### src/rtl/row_assembler_pkg.sv
// Pixel sensor configuration shared by the row assembly path.
// Geometry defaults and the output-stage state encoding.
package PixelSensorConfig;

  localparam int CFG_PIXEL_ARRAY_WIDTH  = 8;
  localparam int CFG_PIXEL_ARRAY_HEIGHT = 4;
  localparam int CFG_OUTPUT_BUS_WIDTH   = 2;
  localparam int CFG_PIXEL_BITS         = 8;

  typedef enum logic {
    ST_EMPTY = 1'b0,
    ST_FULL  = 1'b1
  } out_state_e;

endpackage

### src/rtl/row_assembler_counter.sv
// Wrapping up-counter with synchronous clear.
// Clear and enable together count the enabled event as the first one.
module Counter #(
  parameter int              WIDTH = 1,
  parameter logic [WIDTH-1:0] MAX  = '1
) (
  input  logic             clk_i,
  input  logic             rst_i,
  input  logic             clr_i,
  input  logic             en_i,
  output logic [WIDTH-1:0] count_o,
  output logic             wrap_o
);

  logic [WIDTH-1:0] count_q;
  logic [WIDTH-1:0] count_d;
  logic [WIDTH-1:0] base;

  always_comb begin
    base    = clr_i ? '0 : count_q;
    wrap_o  = en_i && (base == MAX);
    count_d = base;
    if (en_i) begin
      count_d = wrap_o ? '0 : base + 1'b1;
    end
  end

  always_ff @(posedge clk_i) begin
    if (rst_i) begin
      count_q <= '0;
    end else begin
      count_q <= count_d;
    end
  end

  assign count_o = base;

endmodule

### src/rtl/row_assembler.sv
// Packs bus words into full pixel rows and hands them off through a
// one-deep valid/ready output register with sticky drop reporting.
module row_assembler
  import PixelSensorConfig::*;
#(
  parameter int PIXEL_ARRAY_WIDTH  = CFG_PIXEL_ARRAY_WIDTH,
  parameter int PIXEL_ARRAY_HEIGHT = CFG_PIXEL_ARRAY_HEIGHT,
  parameter int OUTPUT_BUS_WIDTH   = CFG_OUTPUT_BUS_WIDTH,
  parameter int PIXEL_BITS         = CFG_PIXEL_BITS,
  localparam int WPR = PIXEL_ARRAY_WIDTH / OUTPUT_BUS_WIDTH,
  localparam int CW  = (WPR > 1) ? $clog2(WPR) : 1,
  localparam int RW  = (PIXEL_ARRAY_HEIGHT > 1) ?
                       $clog2(PIXEL_ARRAY_HEIGHT) : 1,
  localparam int WB  = OUTPUT_BUS_WIDTH * PIXEL_BITS,
  localparam int RB  = PIXEL_ARRAY_WIDTH * PIXEL_BITS
) (
  input  logic          CLK,
  input  logic          RESET,
  input  logic          BUS_VALID,
  input  logic [WB-1:0] BUS_DATA,
  input  logic          FRAME_SYNC,
  input  logic          ROW_READY,
  output logic          ROW_VALID,
  output logic [RB-1:0] ROW_DATA,
  output logic [RW-1:0] ROW_INDEX,
  output logic          FRAME_LAST,
  output logic          OVERFLOW
);

  localparam logic [CW-1:0] WORD_LAST = CW'(WPR - 1);
  localparam logic [RW-1:0] ROW_LAST  = RW'(PIXEL_ARRAY_HEIGHT - 1);

  out_state_e    state_q, state_d;
  logic [RB-1:0] part_q, part_d;
  logic [RB-1:0] data_q, data_d;
  logic [RW-1:0] row_q, row_d;
  logic [RW-1:0] idx_q, idx_d;
  logic          last_q, last_d;
  logic          ovf_q, ovf_d;

  logic [CW-1:0] word_k;
  logic          row_done;
  logic [RB-1:0] part_base;
  logic [RB-1:0] assembled;
  logic [RW-1:0] row_base;
  logic          load;
  logic          drop;

  Counter #(
    .WIDTH (CW),
    .MAX   (WORD_LAST)
  ) u_word_cnt (
    .clk_i   (CLK),
    .rst_i   (RESET),
    .clr_i   (FRAME_SYNC),
    .en_i    (BUS_VALID),
    .count_o (word_k),
    .wrap_o  (row_done)
  );

  always_comb begin
    part_base = FRAME_SYNC ? '0 : part_q;
    row_base  = FRAME_SYNC ? '0 : row_q;
    assembled = part_base;
    assembled[int'(word_k)*WB +: WB] = BUS_DATA;

    part_d = part_base;
    if (row_done) begin
      part_d = '0;
    end else if (BUS_VALID) begin
      part_d = assembled;
    end

    row_d = row_base;
    if (row_done) begin
      row_d = (row_base == ROW_LAST) ? '0 : row_base + 1'b1;
    end

    load = row_done && ((state_q == ST_EMPTY) || ROW_READY);
    drop = row_done && (state_q == ST_FULL) && !ROW_READY;
    ovf_d = (FRAME_SYNC ? 1'b0 : ovf_q) | drop;

    data_d = data_q;
    idx_d  = idx_q;
    last_d = last_q;
    if (load) begin
      data_d = assembled;
      idx_d  = row_base;
      last_d = (row_base == ROW_LAST);
    end

    state_d = state_q;
    unique case (1'b1)
      load:                                state_d = ST_FULL;
      (state_q == ST_FULL) && ROW_READY:   state_d = ST_EMPTY;
      default:                             state_d = state_q;
    endcase
  end

  always_ff @(posedge CLK) begin
    if (RESET) begin
      state_q <= ST_EMPTY;
      part_q  <= '0;
      data_q  <= '0;
      row_q   <= '0;
      idx_q   <= '0;
      last_q  <= 1'b0;
      ovf_q   <= 1'b0;
    end else begin
      state_q <= state_d;
      part_q  <= part_d;
      data_q  <= data_d;
      row_q   <= row_d;
      idx_q   <= idx_d;
      last_q  <= last_d;
      ovf_q   <= ovf_d;
    end
  end

  assign ROW_VALID  = (state_q == ST_FULL);
  assign ROW_DATA   = data_q;
  assign ROW_INDEX  = idx_q;
  assign FRAME_LAST = last_q;
  assign OVERFLOW   = ovf_q;

endmodule

### config.mk
export PLATFORM = sky130hd
export DESIGN_NAME = row_assembler
export DESIGN_NICKNAME = d
export VERILOG_FILES = /design/src/rtl/row_assembler_pkg.sv /design/src/rtl/row_assembler_counter.sv /design/src/rtl/row_assembler.sv
export SDC_FILE = /design/constraint.sdc
export NUM_CORES = 1
export LEC_CHECK = 0
export BUFFER_PORTS_ARGS = -buffer_cell sky130_fd_sc_hd__buf_2
export CORE_MARGIN = 2
export CORE_UTILIZATION = 45
export DETAILED_ROUTE_END_ITERATION = 16
export PLACE_DENSITY = 0.75
export SKIP_CTS_REPAIR_TIMING = 1
export SLEW_MARGIN = 10
export SYNTH_ARGS = -nofsm -noshare
export SYNTH_HDL_FRONTEND = slang
export SYNTH_SLANG_ARGS = --single-unit
### constraint.sdc
create_clock -name CLK -period 2.5 [get_ports CLK]
set_clock_uncertainty 0.15 [all_clocks]
set_input_delay 0.25 -clock CLK [delete_from_list [all_inputs] [get_ports CLK]]
set_output_delay 0.25 -clock CLK [all_outputs]
set_load 0.005 [all_outputs]
* Word level (Yosys, flattened, before mapping)
Index checks and enable logic that the tools add are counted.
Operators by class: add/sub/neg operators 3, equality and inequality tests 2, shift-type cells 2, mux-type cells 11, bitwise operators 2, reduce and logical (&&, ||, !) cells 9
Operators by type and width (count):
- $mux W64 | 2
- $bwmux W64 | 1
- $shift A16 B33 Y64 const A | 1
- $shiftx A16 B33 Y64 | 1
- $neg A6 Y33 | 1
- $mux W2 | 6
- $logic_and A1 B1 Y1 | 5
- $add A2 B1 Y2 const B | 2
- $eq A2 B2 Y1 const B | 2
- $pmux W1 S2 | 1
- $reduce_bool A2 Y1 | 1
- $reduce_or A2 Y1 | 1
- $logic_not A1 Y1 | 1
- $logic_or A1 B1 Y1 | 1
- $mux W1 | 1
- $not A1 Y1 | 1
- $or A1 B1 Y1 | 1
Word-level totals: bits in registers 137, bits of input ports 21, output and inout bits 69, logic and storage cells 37

* Longest topological paths before layout
Gate-level depths: netlist of the first run.
depth in word-level cells 6, depth in mapped cells 10, depth with buffers taken out 6

* By module
Synthesis of the first run repeated with hierarchy kept, for this count alone.
Second synthesis, totals: cells, all modules 616, area, all modules 5781.8 um^2
By module, submodules not included:
- row_assembler | times used 1, cells each 605, area an instance 5660.4 um^2, seq. area each 2702.6 um^2
- Counter | times used 1, cells each 11, area an instance 121.4 um^2, seq. area each 40.0 um^2

* Worst setup path after synthesis of the first run
Ideal clock, no wire load.
path kind input to register, start in FRAME_SYNC, end reg data_q[46] (netlist: ROW_DATA[46]), data arrival time 1.978 ns, data required time 2.259 ns, path slack 0.281 ns, cell stages on the path 10, path buffers 5, cell sequence buf_4 -> nand2b_1 -> buf_4 -> buf_2 -> ha_1 -> and3b_1 -> buf_4 -> buf_2 -> nand4b_1 -> a311oi_1
On the way: cells in the longest elaborated chain, start to end 4, elaborated cells on any way between the ends 9, classes of those cells add/sub (1); eq/ne (1); shift (2); mux (3); reduce/logical (2)
RTL lines:
- start, declared | line row_assembler.sv:21 | input logic FRAME_SYNC,
- $mux W2 | line row_assembler_counter.sv:20 | base = clr_i ? '0 : count_q;
- $neg A6 Y33 / $eq A2 B2 Y1 (equally long branches) | line row_assembler.sv:65, row_assembler_counter.sv:21
- $shiftx A16 B33 Y64, or another cell as far along | line row_assembler.sv:65 | assembled[int'(word_k)*WB +: WB] = BUS_DATA;
- $bwmux W64 / $logic_and A1 B1 Y1 (equally long branches) | line row_assembler.sv:65, row_assembler.sv:79
- end signal, assigned | line row_assembler.sv:112 | data_q <= data_d;
- end, declared | line row_assembler.sv:35 | logic [RB-1:0] data_q, data_d;
Parallel ways exist; a longest one is shown, timed or not. A chain may end at the register's enable or synchronous reset.

* Worst setup path in the final report of the first run
start reg u_word_cnt.count_q[0], end reg data_q[44] (netlist: ROW_DATA[44])
On the way: cells in the longest elaborated chain, start to end 4, elaborated cells on any way between the ends 8, classes of those cells add/sub (1); eq/ne (1); shift (2); mux (2); reduce/logical (2)
RTL lines:
- start, declared | line row_assembler_counter.sv:15 | logic [WIDTH-1:0] count_q;
- start signal, assigned | line row_assembler_counter.sv:32 | count_q <= count_d;
- $mux W2 (*) | line row_assembler_counter.sv:20
- $neg A6 Y33 / $eq A2 B2 Y1 (equally long branches) | line row_assembler.sv:65, row_assembler_counter.sv:21
- $shiftx A16 B33 Y64, or another cell as far along | line row_assembler.sv:65
- $bwmux W64 / $logic_and A1 B1 Y1 (equally long branches) | line row_assembler.sv:65, row_assembler.sv:79
Every way passes the cells marked *; elsewhere a longest branch is shown, timed or not.

==> summary.md, run 1 <==
The flow ran to the end, and the final reports show no timing, DRC or antenna violations. The power spent charging and discharging nets was 1.03 mW. For this run, the leading register cell type out of synthesis is dfxtp_1.

Setup violations remaining at the end of the flow were counted as 0. Once detailed placement completed, the half-perimeter wirelength came to 9.90 mm. The fraction of the cycle the final worst path needs was 0.852; the transition at the pin with the smallest max-transition slack was 0.706 ns.

The async set-or-reset flop fraction in the synthesized netlist was 0; the xor/xnor cell area share of the yosys netlist was 0.00325. Along the worst path, the maximum fanout reaches 20. The largest single stage delay on the critical path is 0.36 ns.

The remaining routing DRC violations came out at 0. For the number of nets in the synthesized netlist, the log shows 621. The floorplan has 39 rows. The Yosys step of the flow raised 0 warnings. The net switching fraction of the power was 0.228. The DRC marker count from the first detailed-route iteration was 635.

The final global-route overflow total was 0. The required time reported for the critical path endpoint is 2.65 ns. The via count of the first global-routing pass is 4840. The cell type contributing the most total cell area after synthesis is dfxtp_1.

The tools report the master cell of the clock root buffer as clkbuf_16. After synthesis, the mean cell area works out to 9.07 um^2. The signal on the critical path passes through nand2b_2, inv_4, ha_1, and2_2, buf_12, a21oi_1, a311oi_1. The critical path in this run is classified as reg -> reg. The mux share of post-synthesis cell area was 0. Number of detailed-route iterations in the first pass: 5. Across the VDD grid, the largest voltage drop is 0.538 mV.

At the end of routability-driven placement, the weighted congestion stood at 0.905. The number of sinks handled by clock tree synthesis was 121. The maximum count of clock buffers along a single path was 2. The critical path arrival is 2.28 ns. The H-tree was split into 4 levels.

The count of buffers added on input and output ports is 89. Maximum number of pins on one net before global-route repair: 48. The clock-pin transition on the worst setup and hold timing paths works out to 0.05 ns. The post-synthesis share of cell area spent on and, or, nand and nor gates is 0.203, and the number of nets in the layout is 681. The number of inserted filler cells in the final layout was 1013. In this run the worst hold path is classified as in -> reg. Setup slack on the critical path of the routed design comes to 0.371 ns.

The tools report the smallest hold slack as 0.0520 ns. Dividing the detail-routed via count by the number of cells gives 6.43. Setup slack on the worst reg-to-reg path comes out at 0.37 ns. The cell-internal power is 3.47 mW. The logs give 0 for the remaining number of nets flagged by the antenna check after routing and 0.336 ns for the pre-CTS setup slack. Overall power consumption after layout is estimated at 4.49 mW. The tools report the relative slew slack as 0.529.

Among all stages on the critical path, the largest delay is contributed by dfxtp_1. The largest family of logic cells by synthesized area is compound AO/OA/AOI/OAI gates. The portion of total power attributed to combinational logic was 0.066; the reported leakage power was 2.33 nW.

Across all layers, the routed design uses 5189 vias. The proportion of netlist area held by the largest area contributor was 0.449. The vertical die dimension came out at 113 um. The run gives 25.4 mm as the global-route wire length before repair. The starting density of the core came out at 0.466. Compound-gate portion of the synthesized area: 0.252. Counting flops and latches in the post-synthesis netlist gives 121. The placed instances occupy a cell area of 5920 um^2. The post-synthesis adder-cell area fraction was 0.0139. The number of clock buffers added by TritonCTS is 17. Counting every instance in the synthesized netlist gives 594.

The clock period minus worst slack was 2.13 ns; the cell area power density was 695 nW/um^2. The worst setup path is launched from a flip-flop. From left edge to right edge, the die measures 113 um. The fraction of final layout cells sized beyond drive strength 1 was 0.227.

The number of antenna diodes in the final layout is 0. For the insertion delay to the later sink of the worst-skew pair, the log shows 0.42 ns. The run gives 0 as the initial antenna violation count.

For this design the top-level I/O count stands at 90. The number of endpoints with negative hold slack in the final report was 0; the count of flip-flops with a built-in enable after synthesis was 0. Max-cap violations in this run came to 0. Derived from the worst setup path, the maximum achievable clock frequency is 470 MHz. The sequential group share of total power came out at 0.435.

STA classifies the critical path endpoint as a flip-flop. From synthesis to final layout, the design area changed by 19.9%. By area the synthesized netlist is led by dfxtp_1 (45%), a21oi_1 (6.6%), a311oi_1 (5.2%).

TritonCTS built the clock tree. The die covers 12900 um^2. The logs give 11600 um^2 for the placeable core region and 16.2 mm for the total detailed-routing wirelength. The total global routing track utilization came out at 0.251.

The share of total power in the clock network is 0.498, and the average wire per cell in the routed design is 20.0 um. Summing every instance area after synthesis gives 5390 um^2. The count of final max-slew check failures is 0, and the post-synthesis sequential area ratio is 0.449.

The number of distinct standard cells referenced by the synthesized netlist is 44. With fillers left out, the area of the finished cells amounts to 6460 um^2. Setup repair after global routing left no endpoint under its margin.

For the final-layout setup total negative slack, the log shows 0 ns.
-- cells in the mapped netlist (2+ instances only) --
master,instances
a211oi_1,16
a21oi_1,71
a22o_1,15
a311oi_1,32
a32oi_1,30
and2_1,18
buf_1,2
buf_2,36
buf_4,9
clkbuf_1,24
dfxtp_1,121
ha_1,6
inv_1,17
nand2_1,52
nand2b_1,3
nand3_1,4
nand3b_1,3
nand4_1,33
nand4b_1,31
nor2_1,23
nor2b_1,5
o21a_1,3
o21ai_0,3
o32ai_1,16
xnor2_1,2
-- flip-flops by register name (all words and copies together), names as in the netlist --
name and flops:
u_word_cnt.count_q 2, ROW_VALID 1, FRAME_LAST 1, part_q 48, row_q 2, ROW_INDEX 2, ROW_DATA 64, OVERFLOW 1
-- power groups by stage --
stage | clock network [mW] | logic (mW) | registers, mW
floorplan | 0 | 0.181 | 1.99
global placement | 0 | 0.284 | 2.00
detailed placement | 0 | 0.288 | 2.00
CTS | 2.25 | 0.290 | 1.96
global route | 2.35 | 0.318 | 1.96
finish | 2.24 | 0.297 | 1.96
-- worst max-delay path, delay by kind of cell (launching register included) --
| kind | cells | cell delay (ns) |
|---|---|---|
| AND/OR/NAND/NOR | 2 | 0.51 |
| AO/OA/AOI/OAI | 2 | 0.42 |
| flip-flops | 1 | 0.36 |
| buffers and inverters | 2 | 0.33 |
| adder cells (fa/ha/maj) | 1 | 0.23 |
-- final timing paths --
check	startpoint	to	depth (start not counted)
worst max-delay path	u_word_cnt.count_q[0]$_SDFF_PP0_	ROW_DATA[44]$_SDFFE_PP0P_	7
worst min-delay path	BUS_DATA[15]	ROW_DATA[15]$_SDFFE_PP0P_	3
worst max register to register	u_word_cnt.count_q[0]$_SDFF_PP0_	ROW_DATA[44]$_SDFFE_PP0P_	7
worst min register to register	part_q[7]$_SDFF_PP0_	part_q[7]$_SDFF_PP0_	2
-- metal layers --
metal,track usage,vias up,share of wire
met5,0,-,0
met4,0.127,0,0.034
met3,0.0717,48,0.077
met2,0.398,266,0.47
met1,0.314,2502,0.41
li1,-,2373,-
-- through the flow --
| stage | instances | util |
|---|---|---|
| floorplan | 594 | - |
| global placement | 778 | 0.512 |
| detailed placement | 778 | 0.512 |
| CTS | 807 | 0.559 |
| global route | 807 | 0.559 |
| finish | 807 | 0.559 |
-- cells by family after synthesis --
| group | after synthesis |
|---|---|
| simple gates | 185 |
| xor+xnor | 2 |
| flops | 121 |
| fa+ha+maj | 6 |
| compound gates | 190 |
| buf+inv | 90 |
-- cell usage in the layout (no fill, tap or decap), types with 18 or more instances in the layout --
cell / count
buf_4: 18
nor2_1: 23
a32oi_1: 30
buf_2: 89
nand2_1: 52
nand4b_1: 31
nand4_1: 33
a311oi_1: 32
a21oi_1: 71
dfxtp_1: 121
-- layout make-up --
cell class | instances | area, um^2 | area share
multi-input cells | 383 | 2550 | 0.394
flip-flops and latches | 121 | 2420 | 0.375
repair buffers | 113 | 701 | 0.108
clock buffers | 27 | 533 | 0.0825
well taps | 143 | 179 | 0.0277
inverters | 18 | 70.1 | 0.0108
clock inverters | 2 | 10.0 | 0.00155
(Power assumes the default switching activity.)
==> inputs of run 2 (changes only) <==
--- a/config.mk
+++ b/config.mk
@@ -14,4 +14,5 @@
 export SLEW_MARGIN = 10
 export SYNTH_ARGS = -nofsm -noshare
 export SYNTH_HDL_FRONTEND = slang
+export SYNTH_HIERARCHICAL = 1
 export SYNTH_SLANG_ARGS = --single-unit
==> constraint.sdc (replaced) <==
create_clock -name CLK -period 2.5 [get_ports CLK]
set_clock_uncertainty 0.15 [all_clocks]
set_input_delay 0 -clock CLK [delete_from_list [all_inputs] [get_ports CLK]]
set_output_delay 0 -clock CLK [all_outputs]
set_load 0.005 [all_outputs]
==> summary.md, run 2 <==
The run gives 644 as the number of nets in the synthesized netlist. Ranked by total cell area, the synthesized netlist is headed by dfxtp_1 (47%), a32oi_1 (9.5%), a211oi_1 (6.5%). The library cell used most frequently in the layout, excluding fill and tap cells, is dfxtp_1. The startpoint identified for the worst register-to-register timing path is u_word_cnt/count_q[1]$_SDFF_PP0_. Net switching fraction of the power: 0.221. The run gives 12600 um^2 as the placeable core region. TritonCTS built the clock tree.

The tools report the power spent charging and discharging nets as 1.18 mW. The logs give 10.1 mm for the placed wire-length estimate after detailed placement and 0 for the remaining number of nets flagged by the antenna check after routing. The dominant cell by count in the synthesized netlist is dfxtp_1.

The H-tree generated during clock tree synthesis spans 4 levels. The run gives 0.381 as the global routing usage on met2. The cell with the largest stage delay on the worst path was ha_1. The highest net fanout along the worst path is 32. At the worst endpoint, the required time is 2.66 ns. The synthesized design spends more area on one cell type than any other, namely dfxtp_1. For this run, the top clock speed supported by timing is 435 MHz. The logs give 0.530 for the relative slew slack and 0.460 for the starting density of the core.

The root buffer cell chosen for the clock tree is clkbuf_16. The final-layout setup total negative slack came out at 0 ns. The x dimension of the die works out to 117 um. Setup repair after global routing left no endpoint under its margin. The worst register-to-register path has a depth of 7.

The count of cells along the worst hold path is 3, and the maximum cell stage delay along the critical path is 0.37 ns. Entering global routing, the biggest net connects 48 pins. The number of synthesized register bits was 137.

The initialized floorplan defines 41 standard-cell rows. The average wire per cell in the routed design came out at 19.2 um. At the pin with the least slew margin, the transition time is 0.704 ns.

In the layout the commonest cells are dfxtp_1 (137), buf_2 (89), a21oi_1 (74). The async set-or-reset flop fraction in the synthesized netlist works out to 0. 0 antenna diodes ended up in the layout. The tools report the number of detailed-route iterations in the first pass as 6.

After detailed routing, the number of vias per cell comes to 6.07. For the share of total power in the clock network, the log shows 0.524. For the number of distinct standard cells referenced by the synthesized netlist, the log shows 37.

The number of nets in the layout is 721, and the number of sinks handled by clock tree synthesis is 137. For this run, the number of Yosys warnings is 6. The cell area power density is 740 nW/um^2. Commonest register cell after synthesis: dfxtp_1. The run gives 5780 um^2 as the netlist area before placement. The launch instance of the worst min-delay path was FRAME_SYNC. Total via count in the routed design: 5333. The critical path is of the reg -> reg type. The design draws 5.35 mW. The tools report the floorplan die area as 13800 um^2. The most used routing layer in global routing is met2.

Critical path endpoint category: a flip-flop. The total overflow left after global routing is 0. Traced cell by cell, the critical path runs through nor2b_2, inv_1, ha_1, and4bb_2, buf_12, a22oi_1, a211oi_1. Total detailed-routing wirelength: 16.8 mm.

For this block, the initial DRC count from the detailed router was 453. The worst hold path belongs to the class in -> reg. For the worst ir drop on vdd, the log shows 0.398 mV. Measured along the y axis, the die boundary spans 117 um. The analysis attributes to cell leakage a power of 2.67 nW. For the met1 routing resource usage after global routing, the log shows 0.300. The fraction of the cycle the final worst path needs came out at 0.920. Internal power comes to 4.17 mW.

Excluding fillers, the count of instances in the completed layout stands at 878. The worst setup path is launched from a flip-flop. The total global routing track utilization is 0.238. The logs give 0.0623 for the met3 routing resource usage after global routing and 0.42 ns for the insertion delay to the later sink of the worst-skew pair. The portion of total power attributed to combinational logic was 0.064; the count of final setup violators was 0.

In this design, the largest share of critical-path delay is due to simple AND/OR/NAND/NOR gates. The run gives 0.20 ns as the minimum setup slack among reg-to-reg paths. The fraction of final layout cells sized beyond drive strength 1 is 0.244.

The number of endpoints with negative hold slack in the final report came out at 0. The clock period minus worst slack came out at 2.30 ns. The tools report the remaining routing DRC violations as 0.

The logs give 4952 for the via count of the first global-routing pass and 0.885 for the weighted congestion at the end of routability-driven global placement. The end of the worst hold path is part_q[31]$_SDFF_PP0_. At the worst endpoint, the arrival time is 2.46 ns.

The run gives 0 as the max-cap check violation count. The run gives 17 as the total CTS buffers. The average instance in the mapped netlist occupies 9.39 um^2. The run gives 0 as the initial antenna violation count. Sorting the synthesized cells by how often they occur yields dfxtp_1 (137), a21oi_1 (74), a32oi_1 (63). Pin placement for this block handled 90 I/O pins. The total buffers and inverters traversed by the critical path is 2, and the global-route wire length before repair is 26.2 mm.

The post-synthesis sequential area ratio is 0.474, and the count of flip-flops with a built-in enable after synthesis is 0. The clock-pin transition on the worst setup and hold timing paths is 0.06 ns. The run finished with clean final reports. From synthesis to final layout, the design area changed by 25.2%.

The endpoint identified for the worst register-to-register timing path is ROW_DATA[62]$_SDFFE_PP0P_. The maximum count of clock buffers along a single path is 2, and the number of input and output port buffers inserted is 89. Count of final max-slew check failures: 0. Synthesis handed over a netlist of 616 instances. For the sequential group share of total power, the log shows 0.413. The proportion of netlist area held by the largest area contributor works out to 0.474.

Including well taps, the total number of placed cells is 816.
## run 2: changes by cell type after synthesis, sizes merged, moves of 32 or more
cell	before	now
a32oi	30	63
a22oi	0	47
nand4	33	0
a211oi	16	64
a311oi	32	0
## run 2: cell families (layout without fill, tap and decap cells)
kind of cell	Yosys count	after routing	share of synthesized area
AOI/OAI and AO/OA	269	269	0.338
xor gates and xnor gates	1	1	0.00152
adders and majority gates	7	7	0.0151
buffers and inverters	87	177	0.0734
DFF	137	137	0.474
muxes	2	2	0.00433
and+or+nand+nor	113	113	0.0931
## run 2: area by class of cell
cell class | instances | area, um^2
clock inverter | 11 | 193
fill | 1049 | 5330
sequential | 137 | 2740
multi-input combinational | 392 | 2640
inverter | 3 | 11.3
timing repair buffer | 142 | 963
clock buffer | 21 | 470
tap | 172 | 215
## run 2: stage by stage
step,util,hold WS [ns],instance area (um^2),setup WS [ns]
finish,0.576,0.0670,7240,0.201
global route,0.576,0.0734,7240,0.0423
CTS,0.552,-0.208,6940,0.120
detailed placement,0.499,0.238,6280,0.138
global placement,0.499,0.226,6280,0.302
floorplan,-,0.0516,5780,0.431
## run 2: power by group through the flow
stage | logic, mW | clock network [mW] | registers, mW
6_report | 0.342 | 2.80 | 2.21
5_1_grt | 0.365 | 2.92 | 2.21
4_1_cts | 0.297 | 2.82 | 2.21
3_3_place_gp | 0.287 | 0 | 2.25
3_5_place_dp | 0.297 | 0 | 2.26
2_1_floorplan | 0.212 | 0 | 2.25
## run 2: worst max-delay path by stage
| stage | start | endpoint | depth (start not counted) |
|---|---|---|---|
| 4_1_cts | u_word_cnt/count_q[0]$_SDFF_PP0_ | ROW_DATA[56]$_SDFFE_PP0P_ | 7 |
| 3_3_place_gp | u_word_cnt/count_q[0]$_SDFF_PP0_ | ROW_DATA[53]$_SDFFE_PP0P_ | 7 |
| 6_report | u_word_cnt/count_q[1]$_SDFF_PP0_ | ROW_DATA[62]$_SDFFE_PP0P_ | 7 |
| 5_1_grt | u_word_cnt/count_q[1]$_SDFF_PP0_ | ROW_DATA[62]$_SDFFE_PP0P_ | 7 |
| 2_1_floorplan | u_word_cnt/count_q[1]$_SDFF_PP0_ | ROW_DATA[3]$_SDFFE_PP0P_ | 8 |
| 3_5_place_dp | u_word_cnt/count_q[0]$_SDFF_PP0_ | ROW_DATA[56]$_SDFFE_PP0P_ | 7 |
## run 2: tightest hold or removal path: stages
cell      delay, ns
buf_2          0.33
nand3b_1       0.16
a21oi_1        0.08
## run 2: per-layer routing
layer | wire length (um) | share of wire
met1 | 6840 | 0.41
met2 | 8090 | 0.48
met3 | 1360 | 0.080
met4 | 560 | 0.033
met5 | 0 | 0
